===== src/rtl/fp_expand.sv =====
// fp_expand: converts a small sign/exponent/significand word into a 13-bit
// two's-complement linear value.
// A four-state FSM does the conversion one bit per clock, so a word takes
// E+2 edges from accept to result.
// The result is held in D until the consumer takes it.
module fp_expand (
  input  logic        clk,
  input  logic        rst,
  input  logic        in_valid,
  output logic        in_ready,
  input  logic        S,
  input  logic [2:0]  E,
  input  logic [4:0]  F,
  output logic        out_valid,
  input  logic        out_ready,
  output logic [12:0] D
);

  localparam logic [1:0] IDLE  = 2'd0;
  localparam logic [1:0] SHIFT = 2'd1;
  localparam logic [1:0] SIGN  = 2'd2;
  localparam logic [1:0] DONE  = 2'd3;

  logic [1:0]  state;
  logic        sgn;
  logic [12:0] mag;
  logic [2:0]  cnt;

  // Conditional two's-complement negation of the unsigned magnitude.
  // The magnitude never exceeds 3968, so it always fits as a positive
  // 13-bit signed value. A zero magnitude negates to zero.
  function automatic logic signed [12:0] apply_sign(input logic neg,
                                                    input logic [12:0] m);
    logic signed [12:0] v;
    v = $signed(m);
    return neg ? -v : v;
  endfunction

  // The block is ready to accept a word only while idle.
  assign in_ready = (state == IDLE);

  // Control FSM: IDLE -> SHIFT (E shift steps) -> SIGN -> DONE -> IDLE.
  always_ff @(posedge clk or posedge rst) begin
    if (rst) begin
      state <= IDLE;
    end else begin
      case (state)
        IDLE:    if (in_valid)      state <= SHIFT;
        SHIFT:   if (cnt == 3'd0)   state <= SIGN;
        SIGN:                       state <= DONE;
        DONE:    if (out_ready)     state <= IDLE;
        default:                    state <= IDLE;
      endcase
    end
  end

  // Working registers.
  // The inputs are captured once at accept, so later changes on S/E/F
  // cannot disturb a conversion in progress.
  always_ff @(posedge clk or posedge rst) begin
    if (rst) begin
      sgn <= 1'b0;
      mag <= 13'd0;
      cnt <= 3'd0;
    end else begin
      case (state)
        IDLE: begin
          if (in_valid) begin
            sgn <= S;
            mag <= {8'b0, F};
            cnt <= E;
          end
        end
        SHIFT: begin
          if (cnt != 3'd0) begin
            mag <= {mag[11:0], 1'b0};
            cnt <= cnt - 3'd1;
          end
        end
        default: begin
          sgn <= sgn;
          mag <= mag;
          cnt <= cnt;
        end
      endcase
    end
  end

  // Output register: D keeps its last value after the handshake; out_valid
  // is high only in DONE.
  always_ff @(posedge clk or posedge rst) begin
    if (rst) begin
      D         <= 13'h0000;
      out_valid <= 1'b0;
    end else begin
      case (state)
        SIGN: begin
          D         <= apply_sign(sgn, mag);
          out_valid <= 1'b1;
        end
        DONE: begin
          if (out_ready) out_valid <= 1'b0;
        end
        default: begin
          out_valid <= 1'b0;
        end
      endcase
    end
  end

endmodule

===== config.mk =====
export PLATFORM = sky130hd
export DESIGN_NAME = fp_expand
export DESIGN_NICKNAME = d
export VERILOG_FILES = /design/src/rtl/fp_expand.sv
export SDC_FILE = /design/constraint.sdc
export NUM_CORES = 1
export LEC_CHECK = 0
export ABC_AREA = 1
export CAP_MARGIN = 5
export CORE_UTILIZATION = 35
export CTS_BUF_LIST = sky130_fd_sc_hd__clkbuf_8
export DETAILED_ROUTE_END_ITERATION = 7
export PLACE_DENSITY = 0.64
export RECOVER_POWER = 25
export SYNTH_ARGS = -nofsm -noshare
export SYNTH_HDL_FRONTEND = slang
export SYNTH_SLANG_ARGS = --single-unit

===== constraint.sdc =====
create_clock -name clk -period 1.55 [get_ports clk]
set_clock_uncertainty 0.2 [all_clocks]
set_input_delay 0.2325 -clock clk [delete_from_list [all_inputs] [get_ports clk]]
set_output_delay 0.2325 -clock clk [all_outputs]
set_load 0.005 [all_outputs]

# Yosys cells after proc, flatten, opt, wreduce, memory -nomap -nowiden
# Index checks and enable logic that the tools add are counted.
[totals] elab_cells=35 out_inout_bits=15 in_bits=13 regBits=33
[op_classes] n_reduce_logical=7 muxes=13 n_eq_ne=7 add_sub_neg=2
[ops] op="2-to-1 mux 13 bit" n=3
[ops] op="case mux 13 bit (2 select lines)" n=1
[ops] op="negation 13 bit" n=1
[ops] op="inequality test 2 bit (second input constant)" n=4
[ops] op="case mux 2 bit (4 select lines)" n=1
[ops] op="2-to-1 mux 2 bit" n=3
[ops] op="2-to-1 mux 3 bit" n=2
[ops] op="case mux 3 bit (2 select lines)" n=1
[ops] op="AND reduction 3 bit" n=2
[ops] op="== test 2 bit (second input constant)" n=2
[ops] op="zero test 3 bit" n=1
[ops] op="nonzero test 3 bit" n=1
[ops] op="subtractor 3 x 1 -> 3 bit (second input constant)" n=1
[ops] op="== test 2 x 1 -> 1 bit (second input constant)" n=1
[ops] op="zero test 2 bit" n=1
[ops] op="case mux 1 bit (2 select lines)" n=1
[ops] op="AND reduction 2 bit" n=1
[ops] op="nonzero test 2 bit" n=1
[ops] op="2-to-1 mux 1 bit" n=1

# Logic depth before layout (Yosys ltp)
[logic_depth] word_depth=3 mapped_depth=9

# Worst setup path after synthesis
# Ideal clock, no wire load.
[synth_path] path_kind="register -> register" startpoint="register state[0]" endpoint="register cnt[1]" path_stages_with_launch=9 t_arrival_ns=1.262 synth_period_minus_slack_ns=1.592 setup_time_ns=0.130 slack_ns=-0.042 path_buffers=1 cell_sequence="dfrtp_1 -> inv_1 -> ha_1 -> inv_1 -> nor2_2 -> a21oi_4 -> buf_4 -> o211ai_1 -> o21ai_0"
[synth_between] elab_chain_cells=3
[synth_lines] item="start, declared" line_no="24" text="logic [1:0] state;"
[synth_lines] item="start signal, assigned" line_no="45" text="state <= IDLE;"
[synth_lines] item="start signal, assigned" line_no="48" text="IDLE: if (in_valid) state <= SHIFT;"
[synth_lines] item="start signal, assigned" line_no="49" text="SHIFT: if (cnt == 3'd0) state <= SIGN;"
[synth_lines] item="zero test 2 bit (*)"
[synth_lines] item="net in_ready" line_no="10" text="output logic in_ready,"
[synth_lines] item="inequality test 2 bit (no source line) / nonzero test 2 bit (equally long branches)"
[synth_lines] item="AND reduction 3 bit (no source line)"
[synth_lines] item="end signal, assigned" line_no="77" text="cnt <= cnt - 3'd1;"
[synth_lines] item="end signal, assigned" line_no="83" text="cnt <= cnt;"
[synth_lines] item="end, declared" line_no="27" text="logic [2:0] cnt;"
# The timed path passes the listed nets; every way through them passes the cells marked *.
# A chain may end at the register's enable or synchronous reset.

# Worst setup path in the final report
[layout_path] startpoint="register state[1]" endpoint="register cnt[1]"
[layout_between] elab_chain_cells=3
[layout_lines] item="== test 2 x 1 -> 1 bit / zero test 2 bit (equally long branches)" line_no="66" text="case (state)"
[layout_lines] item="inequality test 2 bit (no source line) / nonzero test 2 bit (equally long branches)"
[layout_lines] item="AND reduction 3 bit (no source line)"
# Parallel ways exist; a longest one is shown, timed or not.

==> summary.md <==
| Metric | Value |
|---|---|
| RePlAce Congestion | `0.795` |
| CTS max path bufs | `2` |
| Largest net degree at the start of global routing | `34` |
| Setup Viol. Count Final | `18` |
| Synth cell count leaders | `nand2_1, dfrtp_1, o21ai_0` |
| Per-cell routed wire length | `12.3 um` |
| Via count | `1691` |
| CTS tree | `built` |
| Fill cell count | `433` |
| Clock Sinks | `33` |
| Ys flop type | `dfrtp_1` |
| Sw Pwr | `2.47 mW` |
| Initial core utilization | `36.9%` |
| Seq/Total Area, Yosys | `46.7%` |
| Number of vias per cell | `4.68` |
| Max stage delay cell, worst path | `dfrtp_1` |
| Die height | `73.1 um` |
| Yosys reg bits | `33` |
| FFs w/ async S/R, synth | `100%` |
| Number of max-cap violations | `0` |
| Pleak | `1.27 nW` |
| IO Port Bufs | `27` |
| Period utilisation layout | `112%` |
| Final hold vios | `0` |
| Sw Share | `41.4%` |
| Pwr/cell area | `2150 nW/um2` |
| Worst hold path class | `reg2reg` |
| CP Max Fanout | `8` |
| CP peak stage delay | `0.36 ns` |
| Design area | `2770 um2` |
| Syn_area_per_cell | `7.89 um2` |
| CP Data Arrival Time | `1.77 ns` |
| Vias in the first global route | `1568` |
| GRT Resource Usage Total | `17.9%` |
| Required time worst endpoint | `1.58 ns` |
| Routed Antenna Nets | `0` |
| Rel. slew slack | `44.0%` |
| Share of cells above drive strength 1 | `34.4%` |
| Synth Warn # | `0` |
| Failing checks | `negative setup slack` |
| Final critical-path setup slack | `-0.191 ns` |
| Die Area | `5340 um2` |
| WS Path Type | `reg2reg` |
| Slew @ Worst Pin | `0.840 ns` |
| Fmax | `574 MHz` |
| Syn-to-layout area delta | `56.5%` |
| Reg clk slew, reported paths | `0.07 ns` |
| Clock group share of total power | `10.8%` |
| Reg power frac | `24.4%` |
| Setup TNS Final | `-2.79 ns` |
| Status | `finished with violations` |
| Core area | `4790 um2` |
| RSZ-0062 raised after global routing | `true` |
| Pre-CTS setup slack | `-0.0973 ns` |
| Synth Net Count | `245` |
| Initial antenna violation count | `0` |
| DRC errors left | `0` |
| Largest cells by area after synthesis | `dfrtp_1, nand2_1, o21ai_0` |
| Post-synthesis cell type count | `22` |
| Initial DRC count | `91` |
| Worst path cell trace | `inv_2 > buf_6 > ha_4 > inv_2 > nand2_2 > a21oi_4 > clkbuf_16 > o211ai_1 > o21ai_2` |
| Share of the synthesized area in the top cell type | `46.7%` |
| H-tree levels | `2` |
| Yosys top cell by area | `dfrtp_1` |
| Top cell by count, worst path | `inv_2` |
| Top Ports | `28` |
| Drt first pass iters | `5` |
| Power share of the combinational group | `64.8%` |
| Clk root buf | `clkbuf_8` |
| Startpoint Class | `flip-flop` |
| Synthesized instance count | `224` |
| Internal power | `3.49 mW` |
| Cell row count | `25` |
| Total grt overflow | `0` |
| Global-route wire length before repair | `7.16 mm` |
| Cts-stage hold buffer count | `0` |
| Synthesized area | `1770 um2` |
| DP Area | `2260 um2` |
| Worst skew pair latency | `0.29 ns` |
| Diode count | `0` |
| CTS buffer count | `5` |
| Final Max Tran Viols | `0` |
| Total power | `5.95 mW` |
| Die width | `73.1 um` |
| Detailed placement HPWL | `2.66 mm` |
| Crit path capture type | `flip-flop` |
| Hold_ws | `0.274 ns` |
| EDFF count, synth | `0` |
| Min Tclk post-route | `1.74 ns` |
| Routed WL | `4.44 mm` |
| Nets | `314` |
| Max rail drop VDD | `1.31 mV` |
| Dominant cell by count in the synthesized netlist | `nand2_1` |
-- cells in the final DEF (no fill, tap or decap), types with 7 or more instances in the layout --
| master | netlist | routed |
|---|---|---|
| nand3_1 | 26 | 17 |
| nand2_1 | 55 | 48 |
| inv_2 | 1 | 8 |
| inv_1 | 26 | 19 |
| o21ai_0 | 28 | 11 |
| nand3_2 | 0 | 7 |
| o21ai_1 | 0 | 12 |
| dfrtp_1 | 33 | 31 |
| dlygate4sd2_1 | 0 | 14 |
| o21ai_2 | 2 | 7 |
| nor2_1 | 18 | 14 |
| buf_6 | 0 | 8 |
| clkdlybuf4s50_1 | 0 | 11 |
| buf_4 | 2 | 31 |
-- routing by layer --
metal	share of wire [%]	wire length, um	track usage [%]	vias up
met1	46	2050	22.3	776
li1	-	-	-	869
met4	2.6	115	9.15	0
met2	48	2120	28.5	36
met5	0	0	0	-
met3	3.5	155	4.83	10
-- state kept, by name (all words and copies together), names as in the netlist --
register   cells
state          2
mag           13
out_valid      1
cnt            3
sgn            1
D             13
-- cells by family (layout without fill, tap and decap cells) --
group,count (synthesis),after routing,synth area share (%)
AOI/OAI and AO/OA,41,41,13.7
xor gates and xnor gates,3,3,1.49
adders and majority gates,8,8,5.66
buffers and inverters,37,107,8.56
DFF,33,33,46.7
and+or+nand+nor,102,102,23.9
-- power groups by stage --
stage | Sequential (mW) | Combinational, mW | Clock, mW
final | 1.45 | 3.86 | 0.640
after global placement | 1.44 | 2.66 | 0
after CTS | 1.42 | 3.43 | 0.665
after global routing | 1.49 | 4.25 | 0.708
after floorplan | 1.45 | 1.69 | 0
after detailed placement | 1.45 | 2.69 | 0
-- per-stage QoR --
| stage | cells | util, % |
|---|---|---|
| global placement | 324 | 47.2 |
| global route | 361 | 57.8 |
| floorplan | 224 | - |
| finish | 361 | 57.8 |
| CTS | 350 | 53.7 |
| detailed placement | 324 | 47.2 |
-- critical path: cells and delay by family, from the launching register on --
family	cells	cell delay (ns)
AO/OA/AOI/OAI	3	0.43
adder cells (fa/ha/maj)	1	0.17
buffers and inverters	4	0.45
flip-flops	1	0.36
AND/OR/NAND/NOR	1	0.06
-- path summary, 6_finish.rpt --
kind	startpoint	endpoint	cells after the start	slack, ns
max	state[1]	cnt[1]	9	-0.19
min	D[7]	D[7]	2	0.27
max reg2reg	state[1]	cnt[1]	9	-0.19
min reg2reg	D[7]	D[7]	2	0.27
max in group asynchronous	rst	mag[6]	3	0.14
min in group asynchronous	rst	D[8]	3	0.43
-- layout make-up --
class / count / area, um2 / area share, %
repair buffers: 71 / 661 / 23.9
flip-flops and latches: 33 / 828 / 29.9
clock buffers: 5 / 68.8 / 2.49
inverters: 28 / 108 / 3.89
multi-input cells: 154 / 1000 / 36.1
well taps: 67 / 83.8 / 3.03
clock inverters: 3 / 17.5 / 0.633
-- repair_timing --
action                                  in CTS  in global routing
cloned                                       2                  1
endpoints found under the setup margin      33                 31
buffers inserted                            16                 12
pin swaps                                    4                 11
hold endpoints to repair                     0                  0
resized for setup                           46                 43
Power figures use the tool's default switching activity.
